## config.mk

```make
export PLATFORM = sky130hd
export DESIGN_NAME = ice51_loader_flat
export DESIGN_NICKNAME = d
export VERILOG_FILES = /design/src/rtl/ice51_pkg.sv /design/src/rtl/ice51_loader_if.sv /design/src/rtl/ice51_uart_rx.sv /design/src/rtl/ice51_loader.sv /design/src/flat_wrapper.sv
export SDC_FILE = /design/constraint.sdc
export NUM_CORES = 1
export LEC_CHECK = 0
export BUFFER_PORTS_ARGS = -buffer_cell sky130_fd_sc_hd__buf_2
export CORE_MARGIN = 3
export CORE_UTILIZATION = 54
export CTS_CLUSTER_DIAMETER = 150
export DETAILED_ROUTE_END_ITERATION = 8
export HOLD_SLACK_MARGIN = 0.06
export PLACE_DENSITY = 0.75
export SLEW_MARGIN = 10
export SYNTH_ARGS = -nofsm -noshare
export SYNTH_HDL_FRONTEND = slang
export SYNTH_SLANG_ARGS = --single-unit
```

## constraint.sdc

```tcl
create_clock -name i_clk -period 2.4 [get_ports i_clk]
set_clock_uncertainty 0.05 [all_clocks]
set_input_delay 0.12 -clock i_clk [delete_from_list [all_inputs] [get_ports i_clk]]
set_output_delay 0.12 -clock i_clk [all_outputs]
set_load 0.02 [all_outputs]
```

## src/rtl/ice51_pkg.sv

```systemverilog
// Shared types and constants for the ice51 boot loader and its UART receiver.
package ice51_pkg;

   localparam int CODE_ADDR_W = 9;
   localparam int CODE_DEPTH  = 512;

   typedef enum logic [1:0] {HDR_HI, HDR_LO, LOAD, RUN} ld_state_t;
   typedef enum logic [1:0] {IDLE, START, DATA, STOP} rx_state_t;

   // Image length is acceptable when non-zero and fits in code memory.
   function automatic logic len_ok(input logic [15:0] len, input logic [16:0] depth);
      return (len != 16'd0) && ({1'b0, len} <= depth);
   endfunction

endpackage

```

## src/rtl/ice51_loader_if.sv

```systemverilog
// Code memory write port driven by the boot loader.
interface ice51_loader_if #(parameter int ADDR_W = ice51_pkg::CODE_ADDR_W);
   logic              code_wr;
   logic [ADDR_W-1:0] code_addr;
   logic [7:0]        code_data;

   modport master (output code_wr, code_addr, code_data);
   modport slave  (input  code_wr, code_addr, code_data);
endinterface

```

## src/rtl/ice51_uart_rx.sv

```systemverilog
// 8N1 UART receiver: synchroniser, bit timer and deserialiser with registered
// single-cycle byte/frame-error pulses.
module ice51_uart_rx
   import ice51_pkg::*;
#(
   parameter int CLKS_PER_BIT = 104
) (
   input  logic       i_clk,
   input  logic       i_nrst,
   input  logic       i_rx,
   output logic       o_byte_valid,
   output logic [7:0] o_byte,
   output logic       o_frame_err
);

   localparam int CW = $clog2(CLKS_PER_BIT);
   localparam logic [CW-1:0] HALF = CW'(CLKS_PER_BIT / 2 - 1);
   localparam logic [CW-1:0] FULL = CW'(CLKS_PER_BIT - 1);

   logic [1:0]    sync_q, sync_d;
   rx_state_t     state_q, state_d;
   logic [CW-1:0] cnt_q, cnt_d;
   logic [2:0]    bit_q, bit_d;
   logic [7:0]    shreg_q, shreg_d;
   logic          valid_q, valid_d;
   logic          ferr_q, ferr_d;
   logic          rx;

   assign rx = sync_q[1];

   always_comb begin
      sync_d  = {sync_q[0], i_rx};
      state_d = state_q;
      cnt_d   = cnt_q + 1'b1;
      bit_d   = bit_q;
      shreg_d = shreg_q;
      valid_d = 1'b0;
      ferr_d  = 1'b0;
      case (state_q)
         IDLE: begin
            cnt_d = '0;
            if (!rx) begin
               state_d = START;
               bit_d   = '0;
            end
         end
         // Mid-start-bit check rejects short glitches on the idle line.
         START: begin
            if (cnt_q == HALF) begin
               cnt_d   = '0;
               state_d = rx ? IDLE : DATA;
            end
         end
         DATA: begin
            if (cnt_q == FULL) begin
               cnt_d   = '0;
               shreg_d = {rx, shreg_q[7:1]};
               bit_d   = bit_q + 3'd1;
               if (bit_q == 3'd7) state_d = STOP;
            end
         end
         STOP: begin
            if (cnt_q == FULL) begin
               cnt_d   = '0;
               valid_d = rx;
               ferr_d  = !rx;
               state_d = IDLE;
            end
         end
         default: state_d = IDLE;
      endcase
   end

   always_ff @(posedge i_clk or negedge i_nrst) begin
      if (!i_nrst) begin
         sync_q  <= 2'b11;
         state_q <= IDLE;
         cnt_q   <= '0;
         bit_q   <= '0;
         shreg_q <= '0;
         valid_q <= 1'b0;
         ferr_q  <= 1'b0;
      end else begin
         sync_q  <= sync_d;
         state_q <= state_d;
         cnt_q   <= cnt_d;
         bit_q   <= bit_d;
         shreg_q <= shreg_d;
         valid_q <= valid_d;
         ferr_q  <= ferr_d;
      end
   end

   assign o_byte_valid = valid_q;
   assign o_byte       = shreg_q;
   assign o_frame_err  = ferr_q;

endmodule

```

## src/rtl/ice51_loader.sv

```systemverilog
// UART boot loader: takes a 16-bit big-endian length header plus image bytes,
// writes them to code memory from address 0, then releases the core reset.
module ice51_loader
   import ice51_pkg::*;
#(
   parameter int CLKS_PER_BIT = 104,
   parameter int ADDR_W       = CODE_ADDR_W,
   parameter int DEPTH        = CODE_DEPTH
) (
   input  logic           i_clk,
   input  logic           i_nrst,
   input  logic           i_uart_rx,
   ice51_loader_if.master code,
   output logic           o_core_nrst,
   output logic           o_frame_err
);

   logic       byte_valid;
   logic [7:0] rx_byte;

   ice51_uart_rx #(.CLKS_PER_BIT(CLKS_PER_BIT)) u_rx (
      .i_clk        (i_clk),
      .i_nrst       (i_nrst),
      .i_rx         (i_uart_rx),
      .o_byte_valid (byte_valid),
      .o_byte       (rx_byte),
      .o_frame_err  (o_frame_err)
   );

   ld_state_t         state_q, state_d;
   logic [15:0]       len_q, len_d;
   logic [ADDR_W-1:0] addr_q, addr_d;
   logic              wr_q, wr_d;
   logic [ADDR_W-1:0] wa_q, wa_d;
   logic [7:0]        wd_q, wd_d;
   logic              nrst_q, nrst_d;
   logic [16:0]       written;

   // Byte count after this write; wide enough that addr never has to wrap.
   assign written = 17'(addr_q) + 17'd1;

   always_comb begin
      state_d = state_q;
      len_d   = len_q;
      addr_d  = addr_q;
      wr_d    = 1'b0;
      wa_d    = wa_q;
      wd_d    = wd_q;
      nrst_d  = (state_q == RUN);
      if (byte_valid) begin
         case (state_q)
            HDR_HI: begin
               len_d   = {rx_byte, 8'h00};
               state_d = HDR_LO;
            end
            HDR_LO: begin
               len_d = {len_q[15:8], rx_byte};
               if (len_ok({len_q[15:8], rx_byte}, 17'(DEPTH))) begin
                  addr_d  = '0;
                  state_d = LOAD;
               end else begin
                  state_d = HDR_HI;
               end
            end
            LOAD: begin
               wr_d = 1'b1;
               wa_d = addr_q;
               wd_d = rx_byte;
               if (written == {1'b0, len_q}) state_d = RUN;
               else                          addr_d  = addr_q + 1'b1;
            end
            default: ;
         endcase
      end
   end

   always_ff @(posedge i_clk or negedge i_nrst) begin
      if (!i_nrst) begin
         state_q <= HDR_HI;
         len_q   <= '0;
         addr_q  <= '0;
         wr_q    <= 1'b0;
         wa_q    <= '0;
         wd_q    <= '0;
         nrst_q  <= 1'b0;
      end else begin
         state_q <= state_d;
         len_q   <= len_d;
         addr_q  <= addr_d;
         wr_q    <= wr_d;
         wa_q    <= wa_d;
         wd_q    <= wd_d;
         nrst_q  <= nrst_d;
      end
   end

   assign code.code_wr   = wr_q;
   assign code.code_addr = wa_q;
   assign code.code_data = wd_q;
   assign o_core_nrst    = nrst_q;

endmodule

```

## src/flat_wrapper.sv

```systemverilog
// flat-port wrapper written by rule: the top's interface ports become plain ports
module ice51_loader_flat import ice51_pkg::*;
#(
   parameter int CLKS_PER_BIT = 104,
   parameter int ADDR_W       = CODE_ADDR_W,
   parameter int DEPTH        = CODE_DEPTH
)
  (i_clk, i_nrst, i_uart_rx, o_core_nrst, o_frame_err, code_code_wr, code_code_addr, code_code_data);
  ice51_loader_if #(.ADDR_W(ADDR_W)) code_i ();
  input  logic i_clk;
  input  logic i_nrst;
  input  logic i_uart_rx;
  output logic o_core_nrst;
  output logic o_frame_err;
  output wire logic [$bits(code_i.code_wr)-1:0] code_code_wr;
  output wire logic [$bits(code_i.code_addr)-1:0] code_code_addr;
  output wire logic [$bits(code_i.code_data)-1:0] code_code_data;
  assign code_code_wr = code_i.code_wr;
  assign code_code_addr = code_i.code_addr;
  assign code_code_data = code_i.code_data;
  ice51_loader #(.CLKS_PER_BIT(CLKS_PER_BIT), .ADDR_W(ADDR_W), .DEPTH(DEPTH)) u_core (.i_clk(i_clk), .i_nrst(i_nrst), .i_uart_rx(i_uart_rx), .code(code_i), .o_core_nrst(o_core_nrst), .o_frame_err(o_frame_err));
endmodule
```

**Word level (Yosys, flattened, before mapping)**

Cells that the tools add are included.

- Muxes and demuxes: 26
- Equality and inequality tests: 18
- Reductions and logical operators: 18
- Add/subtract/negate cells: 4
- Bitwise operators: 1
- Order comparisons: 1

Operators by type and width:

| cell | count |
|---|---|
| 16-bit case mux with 2 select lines | 1 |
| 7-bit case mux with 3 select lines | 1 |
| 9-bit two-way mux | 2 |
| 9-bit case mux with 2 select lines | 1 |
| 17-bit by 16-bit == test with 1-bit output | 1 |
| 16-bit by 10-bit less-or-equal comparator with 1-bit output (second input constant) | 1 |
| 2-bit two-way mux | 8 |
| 16-bit nonzero test | 1 |
| 7-bit two-way mux | 2 |
| 2-bit != test (second input constant) | 6 |
| 9-bit by 1-bit adder with 10-bit output (second input constant) | 1 |
| 9-bit by 1-bit adder with 9-bit output (second input constant) | 1 |
| 3-bit AND reduction | 3 |
| 2-bit == test (second input constant) | 4 |
| 2-bit case mux with 4 select lines | 1 |
| 7-bit by 1-bit adder with 7-bit output (second input constant) | 1 |
| 7-bit by 6-bit == test with 1-bit output (second input constant) | 1 |
| 7-bit == test (second input constant) | 1 |
| 1-bit two-way mux | 6 |
| 3-bit two-way mux | 2 |
| 2-bit case mux with 3 select lines | 1 |
| 3-bit case mux with 2 select lines | 1 |
| 2-bit AND reduction | 3 |
| 2-bit nonzero test | 3 |
| 12 further kinds | 15 |

- Input port bits: 3
- Output and inout bits: 20
- Flip-flop bits (word level): 70
- Logic and storage cells: 83

**Longest topological paths before layout**

Gate-level depths: netlist of run 1.

- Depth in word-level cells: 4
- Gate-level depth with buffers: 10
- Mapped depth without buffers: 8

**Hierarchy**

A second synthesis of run 1 with hierarchy kept.

- Cells, all modules: 320
- Area, all modules: 3489.6 µm²

By module, submodules not included:

| module | area an instance (µm²) | cells an instance | seq. area each (µm²) | instances |
|---|---|---|---|---|
| ice51_loader | 2386.0 | 230 | 1151.1 | 1 |
| ice51_uart_rx | 1103.6 | 90 | 603.1 | 1 |

**Least setup slack after synthesis of run 1**

Ideal clock, no wire load.

- Path kind: register to register
- Start point: register u_core.addr_q[0]
- End point: register u_core.state_q[1]
- Arrival time: 2.335 ns
- Stages on the path, launching flop included: 11
- Setup time: 0.126 ns
- Setup slack: -0.111 ns
- Required time: 2.224 ns
- Path buffers: 2
- Period minus slack after synthesis: 2.511 ns
- Path through: dfrtp_1 -> ha_1 -> clkbuf_2 -> or3b_1 -> a211oi_1 -> nor3_1 -> a2111oi_4 -> and3_1 -> buf_6 -> mux2i_1 -> a221o_1

- Cells in the longest elaborated chain, start to end: 4

Ends and longest elaborated chain:

| what | RTL line | text |
|---|---|---|
| start: declaration | ice51_loader.sv:32 | `logic [ADDR_W-1:0] addr_q, addr_d;` |
| start signal: assignment | ice51_loader.sv:89 | `addr_q <= addr_d;` |
| 9-bit by 1-bit adder with 10-bit output | ice51_loader.sv:40 | `assign written = 17'(addr_q) + 17'd1;` |
| 17-bit by 16-bit == test with 1-bit output | ice51_loader.sv:69 | `if (written == {1'b0, len_q}) state_d = RUN;` |
| 2-bit by 1-bit != test with 1-bit output (no line) | n/a |  |
| 3-bit AND reduction (no line) | n/a |  |
| end signal: assignment | ice51_loader.sv:87 | `state_q <= state_d;` |
| end: declaration | ice51_loader.sv:30 | `ld_state_t state_q, state_d;` |

No other way between the ends.
A chain may end at the register's enable or synchronous reset.

**Final worst setup path of run 1**

- Start point: register u_core.addr_q[1]
- End point: register u_core.addr_q[0]

- Cells in the longest elaborated chain, start to end: 4

Ends and longest elaborated chain:

| what | RTL line |
|---|---|
| 9-bit by 1-bit adder with 10-bit output | ice51_loader.sv:40 |
| 17-bit by 16-bit == test with 1-bit output | ice51_loader.sv:69 |
| 2-bit != test (no line) | n/a |
| 4-bit AND reduction (no line) | n/a |

No other way between the ends.

==> metrics, run 1 <==
r2r startpoint=u_core.addr_q[1]; max-cap violation count=0; CP peak stage delay=400 ps; internal power summed over all cells=1.70 mW; multiplexer area fraction after synthesis=8.67%; die extent in x=86.1 µm; Clock Path Buffers=2; All-Layer GR Usage=22.8%; post-synthesis compound-gate area fraction=13.1%; # H-tree levels=3; Adder-Cell Fraction of Synth Area=3.25%; count of clock tree sinks=70; Reg power frac=53.5%; Mapped Cells=319; final worst-path setup slack=-52.8 ps; share of power burned in combinational logic=1.4%; largest family of logic cells by synthesized area=simple AND/OR/NAND/NOR gates; min Tclk post-route=2450 ps; Die Ht=86.1 µm; number of diodes=0; R2R depth=9; power per cell area=515 mW/mm²; mapped cell area=0.00346 mm²; Slew @ Worst Pin=605 ps; final-report setup violation count=8; wirelength, routed=7630 µm; Fin. Hold Viols=0; violations in the final reports=setup timing; Mean Syn Cell Area=10.9 µm²; Total Die Area=0.00741 mm²; proportion of register bits with asynchronous set or reset after synthesis=100%; fillers=435; count of different cell masters after synthesis=54; fraction of power consumed by the clock network=45.1%; Tcrit/Tclk final=102%; most frequent standard cell in the layout excluding fill and tap cells=sky130_fd_sc_hd__dfrtp_1; predominant post-synthesis flop cell=sky130_fd_sc_hd__dfrtp_1; Crit. End Element=register; critical path's top delay family=compound AO/OA/AOI/OAI gates; Post-synth EDFFs=0; status=complete, but fails checks; synthesized net count=331; most used cells in the layout excluding fill and tap cells=sky130_fd_sc_hd__dfrtp_1, sky130_fd_sc_hd__buf_4, sky130_fd_sc_hd__nand2_1; number of antenna violations at the first check in global routing=0; GRT Residual Overflow=0; type of origin of the critical path=register; worst path cell trace=ha_4 > or3b_4 > a211oi_2 > nor3_2 > a2111oi_4 > buf_4 > a31oi_4 > mux2_4 > a22o_1; number of top-level pins=23; core box area=0.00606 mm²; cell type of the slowest stage on the worst timing path=sky130_fd_sc_hd__dfrtp_1; Post-Synth Simple-Gate Area=16.5%; Crit Path Max Fanout=4; area growth from synthesis to layout=23.8%; DRC viols=0; average via count per standard cell=5.73; via count of the first global-routing pass=2,651; Relative slew margins=59.4%; hpwl dp=5070 µm; utilization of the core after routing=70.8%; Seq/Total Area, Yosys=50.6%; number of rows created at floorplan=28; CTS tree=yes; number of synthesized register bits=70; number of warnings reported in the yosys synthesis log=0; clock edge transition at the registers on the reported setup and hold paths=80 ps; average wire length per cell after detail routing=16.6 µm; wire length of the first global-routing pass=13,200 µm; CTS Buf Count=9; setup repair after global routing missed its margin=true; switching power share of the total=22.9%; starting DRC count in detailed routing=121; layout cell share with drive strength beyond 1=34.3%; Final GP Congestion=0.850; Net Sw Power=0.505 mW; worst min path class=in -> async; final net count=392; parity-gate share of the synthesized area counting xor and xnor cells=4.30%; Buf+Inv Stages, Crit Path=1; largest net degree at the start of global routing=71; worst-skew pair later-pin latency=350 ps; buffers added on ports=22; worst path required time=2600 ps; startpoint-to-endpoint class of the critical path=reg -> reg; largest voltage drop on the vdd net=0.438 mV; endpoint of the most critical register-to-register path=u_core.addr_q[0]; max-slew violation total from the final report=0; Arr. time, crit path=2650 ps; reg-to-reg setup timing slack=-50 ps; number of detailed-routing iterations run before antenna repair=4; antenna viol nets, final=0; Lkg Pwr=2.06 nW; Root Buffer Master=sky130_fd_sc_hd__clkbuf_8; vias after detailed routing=2,638; Final Hold Slack=244 ps; FMAX=408 MHz; Initial Util=57.2%
==> worst max-delay path by stage <==
stage | end | startpoint | depth (start not counted) | slack (ps)
6_report | u_core.addr_q[0] | u_core.addr_q[1] | 9 | -50
2_1_floorplan | u_core.state_q[1] | u_core.addr_q[0] | 10 | -90
3_3_place_gp | u_core.state_q[1] | u_core.len_q[13] | 7 | -80
3_5_place_dp | u_core.state_q[1] | u_core.len_q[13] | 7 | -140
5_1_grt | u_core.addr_q[8] | u_core.len_q[13] | 7 | -210
4_1_cts | u_core.addr_q[0] | u_core.addr_q[1] | 9 | -30
==> what timing repair did <==
item,in CTS,in global routing
endpoints found under the setup margin,11,18
cloned,1,0
pin swaps,5,2
endpoints found under the hold margin,71,0
hold buffers,2,0
setup buffers,3,0
resized for setup,11,13
==> per-layer routing <==
| metal | vias to the layer above | part of all wire [%] | GRT usage (%) | wire [µm] |
|---|---|---|---|---|
| li1 | 1259 | - | - | - |
| met1 | 1316 | 46 | 30.7 | 3510 |
| met2 | 53 | 49 | 36.9 | 3710 |
| met3 | 10 | 4.2 | 5.19 | 318 |
| met4 | 0 | 1.2 | 6.91 | 95 |
| met5 | - | 0 | 0 | 0 |
==> final cells by class <==
| cell class | count | area, µm² | area share [%] |
|---|---|---|---|
| Inverter | 8 | 30.0 | 0.700 |
| Multi-Input combinational cell | 225 | 1730 | 40.3 |
| Timing Repair Buffer | 66 | 474 | 11.1 |
| Sequential cell | 70 | 1760 | 40.9 |
| Clock buffer | 10 | 138 | 3.21 |
| Clock inverter | 6 | 68.8 | 1.60 |
| Tap cell | 75 | 93.8 | 2.19 |
==> Yosys cell counts (5+ instances only) <==
library cell | count | area [µm²]
sky130_fd_sc_hd__dfrtp_1 | 68 | 1700
sky130_fd_sc_hd__nand2_1 | 34 | 128
sky130_fd_sc_hd__mux2_2 | 24 | 270
sky130_fd_sc_hd__o21ai_0 | 18 | 90.1
sky130_fd_sc_hd__nor2_1 | 15 | 56.3
sky130_fd_sc_hd__nand2b_1 | 13 | 81.3
sky130_fd_sc_hd__a22o_1 | 12 | 105
sky130_fd_sc_hd__xnor2_1 | 12 | 105
sky130_fd_sc_hd__a21oi_1 | 11 | 55.1
sky130_fd_sc_hd__ha_1 | 9 | 113
sky130_fd_sc_hd__inv_1 | 8 | 30.0
sky130_fd_sc_hd__a211o_1 | 7 | 61.3
sky130_fd_sc_hd__and3_1 | 7 | 43.8
sky130_fd_sc_hd__nor3_1 | 7 | 35.0
sky130_fd_sc_hd__clkbuf_1 | 6 | 22.5
sky130_fd_sc_hd__nand3_1 | 6 | 30.0
sky130_fd_sc_hd__nor3b_1 | 5 | 37.5
sky130_fd_sc_hd__nor4_1 | 5 | 31.3
sky130_fd_sc_hd__xor2_1 | 5 | 43.8
==> power groups by stage <==
stage	Clock, mW	Sequential (mW)	Combinational (mW)
detailed placement	0	1.21	0.0308
CTS	1.01	1.18	0.0337
floorplan	0	1.21	0.00142
global placement	0	1.21	0.0301
global route	1.07	1.18	0.0370
finish	0.995	1.18	0.0317
==> per-stage QoR <==
step	instance area (µm²)	total power [mW]	instances	setup slack [ps]	setup TNS, ps
floorplan	3490	1.21	319	-90.1	-266
global placement	3910	1.24	438	-82.4	-311
detailed placement	3910	1.24	438	-139	-947
CTS	4220	2.23	460	-27.7	-94.1
global route	4290	2.29	460	-213	-1420
finish	4290	2.21	460	-52.8	-308
==> sequential cells by signal (all words and copies together) (netlist names), named ones only <==
| signal | cells |
|---|---|
| u_core.addr_q | 9 |
| u_core.o_core_nrst | 1 |
| u_core.u_rx.bit_q | 3 |
| u_core.u_rx.cnt_q | 7 |
| u_core.u_rx.o_byte | 8 |
| u_core.u_rx.state_q | 1 |
| u_core.u_rx.sync_q | 2 |
| u_core.u_rx.o_frame_err | 1 |
| u_core.code.code_addr | 9 |
| u_core.len_q | 16 |
| u_core.u_rx.o_byte_valid | 1 |
| u_core.code.code_wr | 1 |
| u_core.code.code_data | 8 |
| u_core.state_q | 2 |
==> cells by family (layout without fill, tap and decap cells) <==
group,count (synthesis),in the layout
AO/OA/AOI/OAI,64,64
XOR/XNOR,17,17
adder cells (fa/ha/maj),9,9
buffers and inverters,25,90
flip-flops,70,70
multiplexers,27,27
AND/OR/NAND/NOR,107,108
==> worst min-delay path: cells and delay by family <==
| kind | cells | cell delay [ps] |
|---|---|---|
| buffers and inverters | 3 | 940 |
Note: power is estimated with default switching activity, not from simulation.
==> inputs of run 2 (changes only) <==
- ABC_AREA: not set -> 1
- clock period: 2.4 -> 2 ns (I/O delays scaled with it)
==> run 2 against run 1 <==
Compared with the run above: the flow now finishes without violations; worst setup slack better by 130 ps; global-route usage shrank 0.81 points; area after synthesis shrank 1.6%; final cell count grew 15%; sequential cell count stayed put; power up 17%; sequential power up 20%; fmax grew 27%; die area is 1.5% lower; non-clock buffer count down 25; utilization fell by 4.7 points; first-iteration DRC count grew 20%; critical endpoint is now u_core.addr_q[3]; largest power group unchanged.
==> metrics, run 2 <==
status=complete, no violations; count of different cell masters after synthesis=28; GRT Residual Overflow=0; number of antenna violations at the first check in global routing=0; final worst-path setup slack=72.6 ps; number of rows created at floorplan=28; clock edge transition at the registers on the reported setup and hold paths=80 ps; core box area=0.00603 mm²; predominant post-synthesis flop cell=sky130_fd_sc_hd__dfrtp_1; startpoint-to-endpoint class of the critical path=reg -> reg; Die Ht=85.4 µm; die extent in x=85.4 µm; count of clock tree sinks=70; CTS Buf Count=9; proportion of netlist area held by the largest area contributor=49.9%; layout cell share with drive strength beyond 1=19.6%; Fin. Hold Viols=0; power per cell area=649 mW/mm²; FMAX=519 MHz; R2R depth=13; largest area contributor in the synthesized netlist=sky130_fd_sc_hd__dfrtp_1; Seq/Total Area, Yosys=51.5%; synthesized net count=417; area growth from synthesis to layout=16.8%; number of synthesized register bits=70; mapped cell area=0.00341 mm²; Relative slew margins=75.6%; CTS tree=yes; most frequent standard cell in the layout excluding fill and tap cells=sky130_fd_sc_hd__nand2_1; number of instances in the placed design=510; worst path required time=2230 ps; max-cap violation count=0; worst min path class=in -> async; starting DRC count in detailed routing=145; number of detailed-routing iterations run before antenna repair=5; Tcrit/Tclk final=96.4%; wire length of the first global-routing pass=12,700 µm; vias after detailed routing=2,825; Initial Util=56.6%; Lkg Pwr=1.93 nW; setup repair after global routing missed its margin=true; Crit. End Element=register; number of top-level pins=23; All-Layer GR Usage=22.0%; buffers added on ports=22; most instantiated library cell after synthesis=sky130_fd_sc_hd__nand2_1; average wire length per cell after detail routing=14.0 µm; via count of the first global-routing pass=2,729; post-place setup slack=107 ps; type of origin of the critical path=register; Crit Path Max Fanout=5; Mapped Cells=405; register name with the most flops=u_core.len_q; Slew @ Worst Pin=366 ps; Clock Path Buffers=2; leading cell types by total area after synthesis=sky130_fd_sc_hd__dfrtp_1, sky130_fd_sc_hd__nand2_1, sky130_fd_sc_hd__inv_1, sky130_fd_sc_hd__o21ai_0, sky130_fd_sc_hd__nand3_1; min Tclk post-route=1930 ps; largest net degree at the start of global routing=35; antenna viol nets, final=0; leading post-synthesis cells by instance count=sky130_fd_sc_hd__nand2_1, sky130_fd_sc_hd__dfrtp_1, sky130_fd_sc_hd__inv_1; final-report setup violation count=0; largest voltage drop on the vdd net=0.474 mV; Post-synth EDFFs=0; DRC viols=0; Root Buffer Master=sky130_fd_sc_hd__clkbuf_8; Mean Syn Cell Area=8.42 µm²; non-filler instance count after layout=530; wirelength, routed=7430 µm; number of warnings reported in the yosys synthesis log=0; worst-skew pair later-pin latency=340 ps; number of diodes=0; flip-flop count of the largest register, all copies and words added=16; fillers=491; average via count per standard cell=5.33; max-slew violation total from the final report=0; Total Die Area=0.00730 mm²; Final GP Congestion=0.904; final net count=462; hpwl dp=5310 µm; proportion of register bits with asynchronous set or reset after synthesis=100%; most used cells in the layout excluding fill and tap cells=sky130_fd_sc_hd__nand2_1, sky130_fd_sc_hd__dfrtp_1, sky130_fd_sc_hd__inv_1; Arr. time, crit path=2150 ps; # H-tree levels=3
-- run 2: changes by cell type in the layout (fill, tap and decap cells not counted), sizes merged, moves of 8 or more --
cell	previous run	this run
nand2	34	128
inv	10	54
nand3	8	35
buf	64	39
mux2	24	0
o21ai	19	33
nand2b	13	0
nor2	15	28
a22o	12	0
xnor2	12	0
nand4	1	12
o22ai	0	8
-- run 2: metrics by stage --
step / util (%) / cell area (µm²) / total power, mW / hold WS, ps / setup TNS (ps)
floorplan: - / 3410 / 1.45 / -246 / 0
global placement: 61.3 / 3690 / 1.49 / -31.3 / 0
detailed placement: 61.3 / 3690 / 1.49 / -27.5 / 0
CTS: 64.8 / 3910 / 2.60 / 134 / 0
global route: 66.1 / 3980 / 2.67 / 152 / -749
finish: 66.1 / 3980 / 2.58 / 131 / 0
-- run 2: worst paths after layout --
kind / endpoint / slack [ps] / from
max: u_core.addr_q[3] / 70 / u_core.addr_q[1]
min: u_core.code.code_wr / 130 / i_nrst
max reg2reg: u_core.addr_q[3] / 70 / u_core.addr_q[1]
min reg2reg: u_core.u_rx.sync_q[1] / 310 / u_core.u_rx.sync_q[0]
max in group asynchronous: u_core.u_rx.o_byte_valid / 1220 / i_nrst
min in group i_clk: u_core.u_rx.sync_q[1] / 310 / u_core.u_rx.sync_q[0]
-- run 2: kinds of logic after synthesis --
group / synth area share [%]
AND/OR/NAND/NOR: 28.3
flip-flops: 51.5
buffers and inverters: 7.31
AO/OA/AOI/OAI: 9.36
adder cells (fa/ha/maj): 3.30
XOR/XNOR: 0.257
-- run 2: where the power goes --
| part | leakage (nW) | total [mW] | internal (mW) | switching, mW |
|---|---|---|---|---|
| combinational | 0.891 | 0.0399 | 0.0106 | 0.0293 |
| sequential | 0.953 | 1.42 | 1.42 | 0.00178 |
| clock | 0.0899 | 1.12 | 0.579 | 0.543 |
| total | 1.93 | 2.58 | 2.01 | 0.574 |
-- run 2: cell type report --
cell class | count | area [µm²] | area share (%)
Clock buffer | 11 | 131 | 3.30
Sequential cell | 70 | 1760 | 44.1
Inverter | 53 | 199 | 5.00
Timing Repair Buffer | 41 | 278 | 6.98
Clock inverter | 5 | 58.8 | 1.48
Multi-Input combinational cell | 275 | 1460 | 36.7
Tap cell | 75 | 93.8 | 2.36
-- run 2: critical path, cell delays in order (launching register included) --
cell and delay, ps:
sky130_fd_sc_hd__dfrtp_1 420, sky130_fd_sc_hd__ha_4 290, sky130_fd_sc_hd__inv_2 30, sky130_fd_sc_hd__nand2_1 40, sky130_fd_sc_hd__nand2_1 40, sky130_fd_sc_hd__nor2_1 70
sky130_fd_sc_hd__nand2_1 60, sky130_fd_sc_hd__nor2_1 90, sky130_fd_sc_hd__nand3_1 120, sky130_fd_sc_hd__nor2_4 190, sky130_fd_sc_hd__nand4_4 150, sky130_fd_sc_hd__nand2_2 170
sky130_fd_sc_hd__nand2_1 60, sky130_fd_sc_hd__nand2_1 60
-- run 2: timing repair --
action / 4_1_cts / 5_1_grt
hold buffers: 2 / 0
endpoints found under the hold margin: 69 / 0
setup endpoints to repair: 0 / 13
buffers inserted: 0 / 1
resized for setup: 0 / 17
-- run 2: per-layer routing --
layer,up-vias,global-route usage [%],wire length [µm]
li1,1408,-,-
met3,16,4.56,303
met5,-,0,0
met2,63,36.7,3590
met4,0,8.49,195
met1,1338,28.1,3330
==> inputs of run 3 (changes only) <==
- PLACE_DENSITY: 0.75 -> 0.83
==> run 3 against run 2 <==
Compared with the run above: critical path type unchanged; register-to-register slack is essentially flat; sequential share of layout area grew 0.20 points; sequential cell count is the same; via count shrank 1.6%; first-iteration DRC count grew 21%.
==> metrics, run 3 (synthesized netlist as in run 2, its figures left out) <==
worst min path class=in -> async; wirelength, routed=7400 µm; Slew @ Worst Pin=552 ps; worst-skew pair later-pin latency=350 ps; post-place setup slack=86.6 ps; min Tclk post-route=1930 ps; fraction of power consumed by the clock network=46.3%; startpoint-to-endpoint class of the critical path=reg -> reg; layout cell share with drive strength beyond 1=18.4%; final net count=458; Final Hold Slack=218 ps; internal power summed over all cells=2.13 mW; vias after detailed routing=2,780; switching power share of the total=21.3%; setup repair after global routing missed its margin=true; fillers=494; non-filler instance count after layout=526; R2R depth=13; largest voltage drop on the vdd net=0.577 mV; count of clock tree sinks=70; buffers added on ports=22; area growth from synthesis to layout=16.1%; number of antenna violations at the first check in global routing=0; Arr. time, crit path=2120 ps; average wire length per cell after detail routing=14.1 µm; starting DRC count in detailed routing=175; die extent in x=85.4 µm; Tcrit/Tclk final=96.7%; final worst-path setup slack=66.4 ps; GRT Residual Overflow=0; footprint of the multi-input gates=0.00145 mm²; most frequent standard cell in the layout excluding fill and tap cells=sky130_fd_sc_hd__nand2_1; max-slew violation total from the final report=0; number of rows created at floorplan=28; Seq. cell area=0.00175 mm²; max-cap violation count=0; final-report setup violation count=0; core box area=0.00603 mm²; Net Sw Power=0.577 mW; Fin. Hold Viols=0; All-Layer GR Usage=22.0%; Crit. End Element=register; number of instances in the placed design=505; worst path required time=2190 ps; antenna viol nets, final=0; status=complete, no violations; Total Die Area=0.00730 mm²; Crit Path Max Fanout=5; Reg power frac=52.4%; wire length of the first global-routing pass=12,700 µm; Final GP Congestion=0.873; type of origin of the critical path=register; CTS Buf Count=9; Relative slew margins=63.2%; number of top-level pins=23; clock edge transition at the registers on the reported setup and hold paths=80 ps; Initial Util=56.6%; register name with the most flops=u_core.len_q; share of power burned in combinational logic=1.3%; most used cells in the layout excluding fill and tap cells=sky130_fd_sc_hd__nand2_1, sky130_fd_sc_hd__dfrtp_1, sky130_fd_sc_hd__inv_1; FMAX=517 MHz; Root Buffer Master=sky130_fd_sc_hd__clkbuf_8; largest net degree at the start of global routing=48; via count of the first global-routing pass=2,682; power per cell area=685 mW/mm²; Die Ht=85.4 µm; average via count per standard cell=5.29; Clock Path Buffers=2; post-layout total power=2.71 mW; number of detailed-routing iterations run before antenna repair=4; Lkg Pwr=1.92 nW; CTS tree=yes; number of diodes=0; hpwl dp=5170 µm; flip-flop count of the largest register, all copies and words added=16; # H-tree levels=3; DRC viols=0
[run 3: power groups by stage]
stage          Sequential, mW  Combinational (mW)  Clock (mW)
2_1_floorplan            1.45            0.000755           0
3_3_place_gp             1.45              0.0343           0
3_5_place_dp             1.45              0.0351           0
4_1_cts                  1.42              0.0382        1.26
5_1_grt                  1.42              0.0424        1.32
6_report                 1.42              0.0358        1.25
[run 3: critical path: stages, from the launching register on]
cell	delay (ps)
sky130_fd_sc_hd__dfrtp_1	420
sky130_fd_sc_hd__ha_4	300
sky130_fd_sc_hd__inv_2	30
sky130_fd_sc_hd__nand2_1	40
sky130_fd_sc_hd__nand2_1	50
sky130_fd_sc_hd__nor2_1	90
sky130_fd_sc_hd__nand2_1	60
sky130_fd_sc_hd__nor2_1	80
sky130_fd_sc_hd__nand3_1	110
sky130_fd_sc_hd__nor2_4	180
sky130_fd_sc_hd__nand3_4	130
sky130_fd_sc_hd__buf_4	160
sky130_fd_sc_hd__nand4_1	70
sky130_fd_sc_hd__nand2_1	60
[run 3: per-layer routing]
layer	GRT usage, %	part of all wire [%]
met1	28.1	44
met2	36.9	51
met3	3.69	3.5
met4	9.50	1.8
met5	0	0
[run 3: worst paths after layout]
kind,startpoint,slack (ps),end
setup / recovery,u_core.addr_q[0],70,u_core.addr_q[1]
hold / removal,i_nrst,220,u_core.code.code_addr[1]
setup reg to reg,u_core.addr_q[0],70,u_core.addr_q[1]
hold reg to reg,u_core.u_rx.sync_q[0],310,u_core.u_rx.sync_q[1]
max in group asynchronous,i_nrst,1000,u_core.u_rx.sync_q[1]
min in group i_clk,u_core.u_rx.sync_q[0],310,u_core.u_rx.sync_q[1]
[run 3: layout make-up]
cell class	count	share of cell area, %
Sequential cell	70	44.3
Multi-Input combinational cell	275	36.7
Timing Repair Buffer	37	6.07
Inverter	53	5.03
Clock buffer	11	3.32
Tap cell	75	2.37
Clock inverter	5	2.12
[run 3: repair_timing]
item	4_1_cts	5_1_grt
endpoints found under the setup margin	0	13
hold buffers	2	0
hold endpoints to repair	24	0
buffers inserted	0	2
gates resized for setup	0	12
[run 3: through the flow]
| step | instance area [µm²] | utilization [%] | setup TNS [ps] |
|---|---|---|---|
| after detailed placement | 3660 | 60.7 | 0 |
| after global routing | 3960 | 65.7 | -288 |
| after floorplan | 3410 | - | 0 |
| after CTS | 3890 | 64.6 | 0 |
| final | 3960 | 65.7 | 0 |
| after global placement | 3660 | 60.7 | 0 |
